==> src/rtl/mem_port_arbiter_if.sv <==
// Bus bundle for mem_port_arbiter: flattened CPU-side channel signals plus the shared SRAM port.
// The master modport is the requesting side together with the SRAM model; the slave modport is the arbiter.
interface mem_port_arbiter_if #(
   parameter int N_CH   = 2,
   parameter int ADDR_W = 64,
   parameter int DATA_W = 64
);
   localparam int BE_W = DATA_W / 8;

   logic [N_CH-1:0]        ch_en;
   logic [N_CH*BE_W-1:0]   ch_we;
   logic [N_CH*ADDR_W-1:0] ch_addr;
   logic [N_CH*DATA_W-1:0] ch_wdata;
   logic [N_CH-1:0]        ch_stall;
   logic [N_CH-1:0]        ch_rvalid;
   logic [N_CH*DATA_W-1:0] ch_rdata;
   logic                   mem_en;
   logic [BE_W-1:0]        mem_we;
   logic [ADDR_W-1:0]      mem_addr;
   logic [DATA_W-1:0]      mem_wdata;
   logic [DATA_W-1:0]      mem_rdata;

   modport master (
      output ch_en, ch_we, ch_addr, ch_wdata, mem_rdata,
      input  ch_stall, ch_rvalid, ch_rdata, mem_en, mem_we, mem_addr, mem_wdata
   );

   modport slave (
      input  ch_en, ch_we, ch_addr, ch_wdata, mem_rdata,
      output ch_stall, ch_rvalid, ch_rdata, mem_en, mem_we, mem_addr, mem_wdata
   );
endinterface

==> src/rtl/mem_port_arbiter.sv <==
// N-channel arbiter merging memory ports onto one single-port SRAM with one-cycle read latency.
// Round-robin by default; define MEM_ARB_FIXED_PRIO_EN for fixed lowest-index-wins priority.
module mem_port_arbiter #(
   parameter int N_CH   = 2,
   parameter int ADDR_W = 64,
   parameter int DATA_W = 64
) (
   input logic               clk,
   input logic               rst,
   mem_port_arbiter_if.slave bus
);
   localparam int BE_W = DATA_W / 8;
   localparam int ID_W = (N_CH > 1) ? $clog2(N_CH) : 1;

   logic              gnt_vld;
   logic [ID_W-1:0]   gnt_id;
   logic              resp_vld;
   logic [ID_W-1:0]   resp_id;
   logic [DATA_W-1:0] rdata_q [N_CH];

`ifdef MEM_ARB_FIXED_PRIO_EN
   always_comb begin
      gnt_vld = 1'b0;
      gnt_id  = '0;
      for (int unsigned i = 0; i < N_CH; i++) begin
         if (!gnt_vld && bus.ch_en[i]) begin
            gnt_vld = 1'b1;
            gnt_id  = ID_W'(i);
         end
      end
   end
`else
   logic [ID_W-1:0] ptr;

   // Ascending search starting at ptr, wrapping past N_CH-1 back to channel 0.
   always_comb begin
      int unsigned idx;
      gnt_vld = 1'b0;
      gnt_id  = '0;
      idx     = 0;
      for (int unsigned k = 0; k < N_CH; k++) begin
         idx = 32'(ptr) + k;
         if (idx >= N_CH) idx = idx - N_CH;
         if (!gnt_vld && bus.ch_en[idx]) begin
            gnt_vld = 1'b1;
            gnt_id  = ID_W'(idx);
         end
      end
   end

   always_ff @(posedge clk or posedge rst) begin
      if (rst) begin
         ptr <= '0;
      end else if (gnt_vld) begin
         ptr <= (gnt_id == ID_W'(N_CH - 1)) ? '0 : gnt_id + 1'b1;
      end
   end
`endif

   always_comb begin
      bus.mem_en    = gnt_vld;
      bus.mem_we    = '0;
      bus.mem_addr  = '0;
      bus.mem_wdata = '0;
      bus.ch_stall  = bus.ch_en;
      if (gnt_vld) begin
         bus.mem_we           = bus.ch_we[gnt_id*BE_W +: BE_W];
         bus.mem_addr         = bus.ch_addr[gnt_id*ADDR_W +: ADDR_W];
         bus.mem_wdata        = bus.ch_wdata[gnt_id*DATA_W +: DATA_W];
         bus.ch_stall[gnt_id] = 1'b0;
      end
   end

   always_ff @(posedge clk or posedge rst) begin
      if (rst) begin
         resp_vld <= 1'b0;
         resp_id  <= '0;
         for (int unsigned i = 0; i < N_CH; i++) rdata_q[i] <= '0;
      end else begin
         resp_vld <= gnt_vld && (bus.mem_we == '0);
         if (gnt_vld) resp_id <= gnt_id;
         if (resp_vld) rdata_q[resp_id] <= bus.mem_rdata;
      end
   end

   // Returning read data bypasses the holding register so rvalid and rdata coincide.
   always_comb begin
      bus.ch_rvalid = '0;
      bus.ch_rdata  = '0;
      for (int unsigned i = 0; i < N_CH; i++) begin
         bus.ch_rvalid[i] = resp_vld && (resp_id == ID_W'(i));
         bus.ch_rdata[i*DATA_W +: DATA_W] = bus.ch_rvalid[i] ? bus.mem_rdata : rdata_q[i];
      end
   end
endmodule

==> src/flat_wrapper.sv <==
// flat-port wrapper written by rule: the top's interface ports become plain ports
module mem_port_arbiter_flat 
#(
   parameter int N_CH   = 2,
   parameter int ADDR_W = 64,
   parameter int DATA_W = 64
)
  (clk, rst, bus_ch_en, bus_ch_we, bus_ch_addr, bus_ch_wdata, bus_mem_rdata, bus_ch_stall, bus_ch_rvalid, bus_ch_rdata, bus_mem_en, bus_mem_we, bus_mem_addr, bus_mem_wdata);
  mem_port_arbiter_if #(.N_CH(N_CH), .ADDR_W(ADDR_W), .DATA_W(DATA_W)) bus_i ();
  input logic clk;
  input logic rst;
  input wire logic [$bits(bus_i.ch_en)-1:0] bus_ch_en;
  input wire logic [$bits(bus_i.ch_we)-1:0] bus_ch_we;
  input wire logic [$bits(bus_i.ch_addr)-1:0] bus_ch_addr;
  input wire logic [$bits(bus_i.ch_wdata)-1:0] bus_ch_wdata;
  input wire logic [$bits(bus_i.mem_rdata)-1:0] bus_mem_rdata;
  output wire logic [$bits(bus_i.ch_stall)-1:0] bus_ch_stall;
  output wire logic [$bits(bus_i.ch_rvalid)-1:0] bus_ch_rvalid;
  output wire logic [$bits(bus_i.ch_rdata)-1:0] bus_ch_rdata;
  output wire logic [$bits(bus_i.mem_en)-1:0] bus_mem_en;
  output wire logic [$bits(bus_i.mem_we)-1:0] bus_mem_we;
  output wire logic [$bits(bus_i.mem_addr)-1:0] bus_mem_addr;
  output wire logic [$bits(bus_i.mem_wdata)-1:0] bus_mem_wdata;
  assign bus_i.ch_en = bus_ch_en;
  assign bus_i.ch_we = bus_ch_we;
  assign bus_i.ch_addr = bus_ch_addr;
  assign bus_i.ch_wdata = bus_ch_wdata;
  assign bus_i.mem_rdata = bus_mem_rdata;
  assign bus_ch_stall = bus_i.ch_stall;
  assign bus_ch_rvalid = bus_i.ch_rvalid;
  assign bus_ch_rdata = bus_i.ch_rdata;
  assign bus_mem_en = bus_i.mem_en;
  assign bus_mem_we = bus_i.mem_we;
  assign bus_mem_addr = bus_i.mem_addr;
  assign bus_mem_wdata = bus_i.mem_wdata;
  mem_port_arbiter #(.N_CH(N_CH), .ADDR_W(ADDR_W), .DATA_W(DATA_W)) u_core (.clk(clk), .rst(rst), .bus(bus_i));
endmodule
==> config.mk <==
export PLATFORM = sky130hd
export DESIGN_NAME = mem_port_arbiter_flat
export DESIGN_NICKNAME = d
export VERILOG_FILES = /design/src/rtl/mem_port_arbiter_if.sv /design/src/rtl/mem_port_arbiter.sv /design/src/flat_wrapper.sv
export SDC_FILE = /design/constraint.sdc
export NUM_CORES = 1
export LEC_CHECK = 0
export ABC_CLOCK_PERIOD_IN_PS = 4000
export CORE_AREA = 2 2 238 240
export DETAILED_ROUTE_END_ITERATION = 10
export DIE_AREA = 0 0 240 242
export DONT_BUFFER_PORTS = 1
export PLACE_DENSITY = 0.38
export SKIP_CTS_REPAIR_TIMING = 1
export SLEW_MARGIN = 0
export SYNTH_ARGS = -nofsm -noshare
export SYNTH_HDL_FRONTEND = slang
export SYNTH_SLANG_ARGS = --single-unit
==> constraint.sdc <==
create_clock -name clk -period 4 [get_ports clk]
set_input_delay 0.8 -clock clk [delete_from_list [all_inputs] [get_ports clk]]
set_output_delay 0.8 -clock clk [all_outputs]
set_load 0.02 [all_outputs]
==> results_dict.tcl <==
set metrics [dict create \
    status "completed" \
    cp_max_fo 69 \
    via_per_inst 4.15 \
    fmax_ghz 0.300 \
    die_h_microns 242 \
    worst_r2r_path_depth 3 \
    yosysMostFrequentCell "nand2_1" \
    rrSetupSlack_ns 1.92 \
    placed_cells 1641 \
    netlist_area_sq_um 7040 \
    fin_util_pct 16.0 \
    drt_first_iter_violations 532 \
    cts_made_buffers 17 \
    slew_headroom_pct 16.1 \
    core-area_sq_um 55700 \
    cts_tree "yes" \
    cp.required_ns 3.20 \
    stdcell_count 1676 \
    crit_path_end "bus_mem_wdata[58]" \
    dieWidth_microns 240 \
    maxSlewViolCount 0 \
    grtUsageTotal_pct 14.8 \
    antenna_left 0 \
    cp-start-kind "flip-flop" \
    clk_path_buf_depth 2 \
    avgSynthCellArea_sq_um 7.97 \
    total_power_mw 6.06 \
    vdd_ir_drop_max_uv 248 \
    yosysWarnings 0 \
    drv_cap 0 \
    synthArstFlopShare_pct 100 \
    reg2reg_to "u_core.resp_vld$_DFF_PP0_" \
    fin_crit_sh_pct 83.4 \
    p_per_area_nw_per_um2 679 \
    hold_violations 0 \
    end_kind "output port" \
    boundaryPins 609 \
    ys_ff_latch 131 \
    ys_seq_area_share_pct 46.6 \
    startpoint "u_core.ptr$_DFFE_PP0P_" \
    drt_first_pass_iters 7 \
    clk_latency_ns 0.43 \
    final.setup.tns_ns 0 \
    grt_pass1_wl_mm 59.2 \
    seqPwrFrac_pct 33.4 \
    synth_cell_type_count 24 \
    tightest_slew_ns 1.26 \
    drc 0 \
    grt_max_degree 138 \
    clk_pin_slew_ns 0.08 \
    synth-edff-count 0 \
    wl_mm 44.8 \
    grt_overflow 0 \
    dp_hpwl_mm 37.1 \
    nNetsFinal 1244 \
    grt_setup_unrepaired "false" \
    cts_sinks 131 \
    port_buffers 0 \
    p_int_mw 3.43 \
    nFillCells 6424 \
    finClkSkew_ns 0.0159 \
    netlist_top_cells_count "nand2_1, dfrtp_1, o21ai_0, nand3_1, mux2_2" \
    grt_pass1_vias 7048 \
    p_leak_nw 3.87 \
    p_switching_mw 2.63 \
    gp_congestion 1.01 \
    period_minus_slack_ns 3.34 \
    cp.arrival_ns 2.54 \
    start_util_pct 12.6 \
    synth_area_leaders "dfrtp_1, nand2_1, mux2_2, o21ai_0, nand3_1" \
    synth_area_leader_cell "dfrtp_1" \
    area_growth_pct 26.9 \
    path_class "reg -> out" \
    ctsRootBufferMaster "clkbuf_16" \
    hold_path.class "in -> async" \
    avgRoutedWirePerCell_microns 26.7 \
    h-tree-depth 4 \
    synth_cells 883 \
    syn-num-nets 1223 \
    pwr-share-clk_pct 27.4 \
    die_area_sq_um 58100 \
    fp-row-count 87 \
    num_vias 6956 \
    finalSetupViolCount 0 \
    antenna_found_initial 7 \
    layout-drive-gt1-share_pct 20.2 \
    synth.top_cell.area_share_pct 46.6 \
    timing.rr.start "u_core.ptr$_DFFE_PP0P_" \
    ys.flop_type "dfrtp_1" \
    comb_power_share_pct 39.3 \
    swShare_pct 43.4 \
]
==> power by group through the flow <==
stage	clock, mW	sequential (mW)	combinational, mW
5_1_grt	1.79	2.08	2.53
6_report	1.66	2.02	2.38
3_3_place_gp	0	2.03	2.40
2_1_floorplan	0	2.01	1.85
4_1_cts	1.73	2.02	2.41
3_5_place_dp	0	2.05	2.41
==> per-layer routing <==
layer | global-route usage (%) | part of all wire (%) | wire [microns]
met1 | 14.6 | 33 | 14900
met2 | 25.9 | 50 | 22400
met3 | 5.53 | 10 | 4640
met4 | 9.17 | 6.4 | 2870
met5 | 0 | 0.11 | 49
==> layout by cell type (no fill, tap or decap), drive strengths merged <==
cell type / Yosys / routed
nand3: 128 / 128
a32o: 1 / 1
nand2: 321 / 321
a22o: 7 / 7
clkinvlp: 0 / 4
and3: 2 / 2
o21ai: 129 / 129
o31a: 1 / 1
and2: 1 / 1
nand2b: 2 / 2
clkbuf: 58 / 20
or4: 2 / 2
mux2: 64 / 64
a21boi: 1 / 1
clkinv: 0 / 4
dfrtp: 131 / 131
buf: 23 / 83
o311a: 1 / 1
nor4: 1 / 1
bufinv: 0 / 3
a32oi: 1 / 1
or2: 1 / 1
inv: 7 / 8
diode: 0 / 3
a21o: 1 / 1
==> metrics by stage <==
step	worst slack (ns)	hold slack [ns]	instance area (sq um)
6_report	0.665	0.338	8920
5_1_grt	0.527	0.364	8920
4_1_cts	0.599	0.328	8920
3_5_place_dp	0.751	0.553	8310
3_3_place_gp	0.869	0.556	8310
2_1_floorplan	1.02	0.467	7040
==> state kept, by name, summed over array words and instances, names as in the netlist <==
register	flops
u_core.rdata_q	128
u_core.ptr	1
u_core.resp_vld	1
u_core.resp_id	1
==> worst min-delay path by stage <==
stage               cells past startpoint                             end  slack, ns
CTS                                     1  u_core.rdata_q[52]$_DFFE_PP0P_       0.33
floorplan                               1      u_core.resp_id$_DFFE_PP0P_       0.47
finish                                  1  u_core.rdata_q[52]$_DFFE_PP0P_       0.34
global route                            1  u_core.rdata_q[52]$_DFFE_PP0P_       0.36
global placement                        1      u_core.resp_id$_DFFE_PP0P_       0.56
detailed placement                      1      u_core.resp_id$_DFFE_PP0P_       0.55
==> kinds of logic after synthesis <==
family	Yosys count	share of synthesized area, %
mux	64	10.2
buf+inv	88	5.30
compound gates	142	10.8
flops	131	46.6
simple gates	458	27.1
==> worst max-delay path, cell delays in order, from the launching register on <==
cell and delay [ns]:
dfrtp_1 0.40, nand2b_4 0.16, and2_4 0.60, buf_4 0.43
o21ai_0 0.24, buf_4 0.22
==> layout make-up <==
class | instances | area [sq um] | share of cell area [%]
inverters | 7 | 30.0 | 0.336
clock buffers | 20 | 457 | 5.12
repair buffers | 83 | 648 | 7.26
multi-input cells | 664 | 3400 | 38.1
flip-flops and latches | 131 | 3280 | 36.7
clock inverters | 12 | 154 | 1.72
well taps | 756 | 946 | 10.6
diodes | 3 | 7.51 | 0.0841
(Power assumes the default switching activity.)
